[src/rtl/pool2x2_stream.sv]
// Streaming 2x2 stride-2 pooling over a raster-order activation stream.
// Define POOL_AVG_EN to add the per-frame average mode alongside max pooling.
module pool2x2_stream #(
  parameter int unsigned DATA_W    = 8,
  parameter int unsigned IMG_W     = 4,
  parameter int unsigned IMG_H     = 4,
  parameter int unsigned ADDR_W    = 10,
  parameter int unsigned ADDR_BASE = 0,
  parameter int unsigned SIGNED    = 1
) (
  input  logic              clk,
  input  logic              rst,
  input  logic              act_valid_i,
  input  logic [DATA_W-1:0] act_result_i,
  input  logic [ADDR_W-1:0] act_result_address_i,
  input  logic              act_last_i,
  input  logic              mode_i,
  output logic              pool_valid_o,
  output logic [DATA_W-1:0] pool_result_o,
  output logic [ADDR_W-1:0] pool_result_address_o,
  output logic              pool_last_o,
  output logic              frame_err_o
);

  localparam int unsigned HALF_W = IMG_W / 2;
  localparam int unsigned COL_W  = $clog2(IMG_W);
  localparam int unsigned ROW_W  = $clog2(IMG_H);
  localparam int unsigned LBI_W  = (HALF_W > 1) ? $clog2(HALF_W) : 1;
`ifdef POOL_AVG_EN
  localparam int unsigned LB_W   = DATA_W + 1;
`else
  localparam int unsigned LB_W   = DATA_W;
`endif

  localparam logic [COL_W-1:0]  COL_LAST = COL_W'(IMG_W - 1);
  localparam logic [ROW_W-1:0]  ROW_LAST = ROW_W'(IMG_H - 1);
  localparam logic [ADDR_W-1:0] BASE     = ADDR_W'(ADDR_BASE);

  function automatic logic [DATA_W-1:0] max2(input logic [DATA_W-1:0] a,
                                             input logic [DATA_W-1:0] b);
    logic a_gt;
    if (SIGNED != 0) a_gt = $signed(a) > $signed(b);
    else             a_gt = a > b;
    return a_gt ? a : b;
  endfunction

  logic [COL_W-1:0]  col_q, col_d;
  logic [ROW_W-1:0]  row_q, row_d;
  logic [ADDR_W-1:0] idx_q, idx_d;
  logic [DATA_W-1:0] partner_q, partner_d;
  logic              ovr_q, ovr_d;
  logic [LB_W-1:0]   lb_q [HALF_W];
  logic [LB_W-1:0]   lb_d [HALF_W];

  logic              pool_valid_q, pool_valid_d;
  logic [DATA_W-1:0] pool_result_q, pool_result_d;
  logic [ADDR_W-1:0] pool_addr_q, pool_addr_d;
  logic              pool_last_q, pool_last_d;
  logic              frame_err_q, frame_err_d;

  logic [LBI_W-1:0]  lb_idx;
  logic [LB_W-1:0]   lb_rd;
  logic [LB_W-1:0]   lb_wr;
  logic [DATA_W-1:0] h_max;
  logic [DATA_W-1:0] win_res;
  logic              at_end;
  logic              first;
  logic              unused_inputs;

  assign lb_idx = LBI_W'(col_q >> 1);
  assign lb_rd  = lb_q[lb_idx];
  assign h_max  = max2(partner_q, act_result_i);
  assign at_end = (col_q == COL_LAST) && (row_q == ROW_LAST);
  assign first  = (col_q == '0) && (row_q == '0);

`ifdef POOL_AVG_EN
  logic              mode_q, mode_d;
  logic              mode_eff;
  logic [DATA_W:0]   h_sum;
  logic [DATA_W+1:0] total;
  logic              ext_p, ext_s, ext_l, ext_h;

  // Mode is taken live on a frame's first sample so the latch never lags it.
  assign mode_eff = first ? mode_i : mode_q;
  assign ext_p    = (SIGNED != 0) & partner_q[DATA_W-1];
  assign ext_s    = (SIGNED != 0) & act_result_i[DATA_W-1];
  assign h_sum    = {ext_p, partner_q} + {ext_s, act_result_i};
  assign ext_l    = (SIGNED != 0) & lb_rd[DATA_W];
  assign ext_h    = (SIGNED != 0) & h_sum[DATA_W];
  // Dropping the two LSBs floors the sum for both signed and unsigned data.
  assign total    = {ext_l, lb_rd} + {ext_h, h_sum};
  assign lb_wr    = mode_eff ? h_sum : {1'b0, h_max};
  assign win_res  = mode_eff ? total[DATA_W+1:2]
                             : max2(h_max, lb_rd[DATA_W-1:0]);
  assign unused_inputs = ^{act_result_address_i, total[1:0]};
`else
  assign lb_wr    = h_max;
  assign win_res  = max2(h_max, lb_rd);
  assign unused_inputs = ^{act_result_address_i, mode_i};
`endif

  always_comb begin
    col_d         = col_q;
    row_d         = row_q;
    idx_d         = idx_q;
    partner_d     = partner_q;
    ovr_d         = ovr_q;
    lb_d          = lb_q;
    pool_valid_d  = 1'b0;
    pool_last_d   = 1'b0;
    frame_err_d   = 1'b0;
    pool_result_d = pool_result_q;
    pool_addr_d   = pool_addr_q;
`ifdef POOL_AVG_EN
    mode_d        = mode_q;
`endif
    if (act_valid_i) begin
      if (ovr_q || (act_last_i && !at_end)) begin
        // Offending sample closes the aborted frame; its window is dropped.
        frame_err_d = 1'b1;
        col_d       = '0;
        row_d       = '0;
        idx_d       = '0;
        ovr_d       = 1'b0;
      end else begin
`ifdef POOL_AVG_EN
        if (first) mode_d = mode_i;
`endif
        if (!col_q[0]) begin
          partner_d = act_result_i;
        end else if (!row_q[0]) begin
          lb_d[lb_idx] = lb_wr;
        end else begin
          pool_valid_d  = 1'b1;
          pool_result_d = win_res;
          pool_addr_d   = BASE + idx_q;
          idx_d         = idx_q + ADDR_W'(1);
        end
        if (col_q == COL_LAST) begin
          col_d = '0;
          if (row_q == ROW_LAST) begin
            row_d = '0;
            if (act_last_i) begin
              pool_last_d = 1'b1;
              idx_d       = '0;
            end else begin
              ovr_d = 1'b1;
            end
          end else begin
            row_d = row_q + ROW_W'(1);
          end
        end else begin
          col_d = col_q + COL_W'(1);
        end
      end
    end
  end

  always_ff @(posedge clk) begin
    if (rst) begin
      col_q         <= '0;
      row_q         <= '0;
      idx_q         <= '0;
      partner_q     <= '0;
      ovr_q         <= 1'b0;
      pool_valid_q  <= 1'b0;
      pool_result_q <= '0;
      pool_addr_q   <= BASE;
      pool_last_q   <= 1'b0;
      frame_err_q   <= 1'b0;
`ifdef POOL_AVG_EN
      mode_q        <= 1'b0;
`endif
    end else begin
      col_q         <= col_d;
      row_q         <= row_d;
      idx_q         <= idx_d;
      partner_q     <= partner_d;
      ovr_q         <= ovr_d;
      pool_valid_q  <= pool_valid_d;
      pool_result_q <= pool_result_d;
      pool_addr_q   <= pool_addr_d;
      pool_last_q   <= pool_last_d;
      frame_err_q   <= frame_err_d;
`ifdef POOL_AVG_EN
      mode_q        <= mode_d;
`endif
    end
  end

  // Line buffer is always written on an even row before it is read.
  always_ff @(posedge clk) begin
    lb_q <= lb_d;
  end

  assign pool_valid_o          = pool_valid_q;
  assign pool_result_o         = pool_result_q;
  assign pool_result_address_o = pool_addr_q;
  assign pool_last_o           = pool_last_q;
  assign frame_err_o           = frame_err_q;

endmodule
[config.mk]
export PLATFORM = sky130hd
export DESIGN_NAME = pool2x2_stream
export DESIGN_NICKNAME = d
export VERILOG_FILES = /design/src/rtl/pool2x2_stream.sv
export SDC_FILE = /design/constraint.sdc
export NUM_CORES = 1
export LEC_CHECK = 0
export BUFFER_PORTS_ARGS = -buffer_cell sky130_fd_sc_hd__buf_2
export CORE_ASPECT_RATIO = 0.8
export CORE_MARGIN = 2
export CORE_UTILIZATION = 50
export CTS_BUF_LIST = sky130_fd_sc_hd__clkbuf_4 sky130_fd_sc_hd__clkbuf_8 sky130_fd_sc_hd__clkbuf_16
export DETAILED_ROUTE_END_ITERATION = 10
export PLACE_DENSITY_LB_ADDON = 0.15
export SKIP_LAST_GASP = 1
export SLEW_MARGIN = 20
export SYNTH_ARGS = -nofsm -noshare
export SYNTH_HDL_FRONTEND = slang
export SYNTH_SLANG_ARGS = --single-unit
[constraint.sdc]
create_clock -name clk -period 5 [get_ports clk]
set_input_delay 0.5 -clock clk [delete_from_list [all_inputs] [get_ports clk]]
set_output_delay 0.5 -clock clk [all_outputs]
set_load 0.01 [all_outputs]
==> impl_results.md <==
* Fill count at 491
* Register area share after synthesis at 49.2%
* Max-cap violations at 0
* Post-Route M1 WL at 2720 um
* Tcrit/Tclk final at between 70% and 80%
* Hold Crit Start: act_result_i[4]
* Pre-CTS setup slack at 1220 ps
* CP max stage delay at 410 ps
* Register-to-Register Path Depth at 13
* Critical path endpoint category: flop
* CTS buffer count at 9
* Worst Clk Skew at 7.69 ps
* Post-synthesis cell type count at 31
* DRT Pass-1 Iters at 4
* DP HPWL at approximately 3600 um
* Slew headroom at 54.4%
* Crit Path Class: reg -> reg
* Final Core Density at 59.6%
* Worst Tran Pin Value at between 600 and 700 ps
* Status: finished clean
* Syn Inst Count at between 200 and 300
* Total wire length at 5270 um
* Final Hold Vio Count at 0
* Clk_lat worst skew at 340 ps
* Leak at 0.00140 uW
* PwrDens at 342 nW/um^2
* Reg2reg setup slack at 1500 ps
* Gr usage total at 19.2%
* VDD IR max at 0.241 mV
* R2r startpoint: partner_q[7]
* Initial antenna violation count at 0
* Crit path launch type: flop
* # hold bufs at CTS at 0
* DR DRC count at 0
* Initial Util at 51.2%
* Top Metal Used: met4
* Placer Congestion at approximately 0.80
* Share of post-route cells with drive strength above 1 at 16.8%
* Fin crit period at between 3000 and 4000 ps
* Largest net degree at the start of global routing at 28
* Final setup viols at 0
* WL per Instance at 13.7 um
* First-pass GRT wire length at 8900 um
* Met2 WL post-DR at 2200 um
* Cell Chain, Critical Path: ha_1 -> nand4_1 -> o32ai_1 -> a31oi_1 -> a21oi_4 -> mux2i_1 -> inv_1 -> ha_1 -> a21o_1 -> a21oi_1 -> o221ai_1 -> nand3_1 -> o221ai_1
* Synthesis warning total at 0
* Multi-input gate area at 1280 um^2
* CTS resizes at 0
* Worst path arrival time at 3690 ps
* Antenna diode count at 0
* Std cell rows at 24
* WP depth at 13
* Num ports at 44
* Grt ovf at 0
* # port buffers at 32
* Setup_tns at 0 ps
* Syn avg cell area at 9.88 um^2
* Clock sink count at 60
* Post-Syn Area at 2770 um^2
* Routed vias at 2033
* CP Max Fanout at 8
* Maximum clock path buffer count at 2
* Final Worst Setup Slack at 1500 ps
* Vias in the first global route at 1850
* Clock-pin slew of the registers on the worst-case setup and hold paths at approximately 70 ps
* Root Buffer: clkbuf_8
* HP Class: in -> reg
* Max Clk Rate at 0.286 GHz
* #FFs+latches synth at 60
* Max-slew violation count at 0
* Die area at slightly above 6000 um^2
* Final nets at roughly 360
* Worst EP required at 5190 ps
* DR WL met3 at 280 um
* Register area at 1360 um^2
* Crit path from: partner_q[7]
* Final ANT Viol Nets at 0
* End of the worst hold path: partner_q[4]
* Syn nets at 322
* CTS tree: yes
* Core footprint at 5410 um^2
* Vias per cell at 5.27
* Chip width at 87.1 um
* CP bufs+invs at 1
* First DRT Iteration DRCs at 96
* H-tree Lvls at 3
* Hold path depth at 3
* Die height at 70.5 um
* CP max-delay cell: mux2i_1
* Synth-to-layout area growth at 16.5%
* Critical path's top delay family: compound AO/OA/AOI/OAI gates
* # Post-CTS Setup Buffers at 0
* Critical R2R Capture: pool_result_o[7]
* Unrepaired setup endpoints after global routing: no
-- power by group --
group	switching [uW]	internal (uW)	total [uW]
sequential	4.74	507	511
combinational	57.0	36.6	93.6
clock	189	307	496
total	250	850	1100
-- through the flow --
stage	total power (uW)	std cells	cell area (um^2)	hold WS, ps
after floorplan	590	280	2770	436
after global placement	614	370	2990	440
after detailed placement	615	370	2990	445
after CTS	1110	386	3220	419
after global routing	1150	386	3220	442
final	1100	386	3220	435
-- Yosys cell counts, drive strengths merged --
master  instances  area (um^2)
nand4           5         31.3
o221ai          9         85.1
a21oi          20          115
dfxtp          44          881
a21o            2         15.0
inv            24         90.1
a41oi           1         8.76
xor2            7         61.3
nand3           6         30.0
ha             19          238
nor4b           2         17.5
nand2b          4         25.0
o32ai           2         17.5
a31oi           1         6.26
clkbuf          7         26.3
and4            1         8.76
o21ai           2         10.0
and3            4         25.0
o31ai           1         7.51
buf             2         10.0
and2            1         6.26
nor4            3         18.8
edfxtp         16          480
nor2           26          105
nand2          42          158
xnor2           2         17.5
mux2i          27          270
-- tightest hold or removal path: stages --
cell,delay [ps]
buf_2,100
mux2i_1,60
nor2_1,70
-- worst max path at each step --
stage                             endpoint  slack (ps)
after floorplan           pool_result_o[1]        1850
after global placement    pool_result_o[6]        1230
after detailed placement  pool_result_o[2]        1220
after CTS                 pool_result_o[7]        1490
after global routing      pool_result_o[7]        1200
final                     pool_result_o[7]        1500
-- logic make-up after synthesis --
logic type / count (synthesis) / synth area share [%]
multiplexers: 27 / 9.77
XOR/XNOR: 9 / 2.85
flip-flops: 60 / 49.2
AND/OR/NAND/NOR: 94 / 15.4
AO/OA/AOI/OAI: 38 / 9.59
buffers and inverters: 33 / 4.57
adder cells (fa/ha/maj): 19 / 8.60
-- layer usage --
metal / global-route usage (%) / vias up
li1: - / 1051
met1: 27.2 / 926
met2: 26.5 / 52
met5: 0 / -
met4: 7.69 / 0
met3: 6.86 / 4
-- flip-flops by register name (all words and copies together), names as in the netlist --
name	count
col_q	2
frame_err_o	1
idx_q	10
lb_q	16
ovr_q	1
partner_q	8
pool_last_o	1
pool_result_address_o	10
pool_result_o	8
pool_valid_o	1
row_q	2
-- final cells by class --
type	count	share of cell area [%]
tap	65	2.53
inverter	24	2.80
sequential	60	42.3
clock buffer	14	6.14
multi-input combinational	187	39.7
clock inverter	2	1.17
timing repair buffer	34	5.44
-- cell usage in the layout (no fill, tap or decap), types with 2 or more instances in the layout --
cell,synthesis,routed
nor4b_1,2,2
nand2b_1,4,4
o221ai_1,8,8
o32ai_1,2,2
clkbuf_8,0,12
xnor2_1,2,2
nor2_1,25,25
mux2i_1,27,27
dfxtp_1,44,44
inv_1,24,24
nor4_1,3,3
nand4_1,5,5
nand2_1,42,42
buf_4,0,2
buf_2,2,32
nand3_1,6,6
a21oi_1,18,18
and3_1,4,4
o21ai_0,2,2
ha_1,19,19
edfxtp_1,16,16
a21o_1,2,2
xor2_1,7,7
No activity file was read; power rests on OpenSTA's default activity.
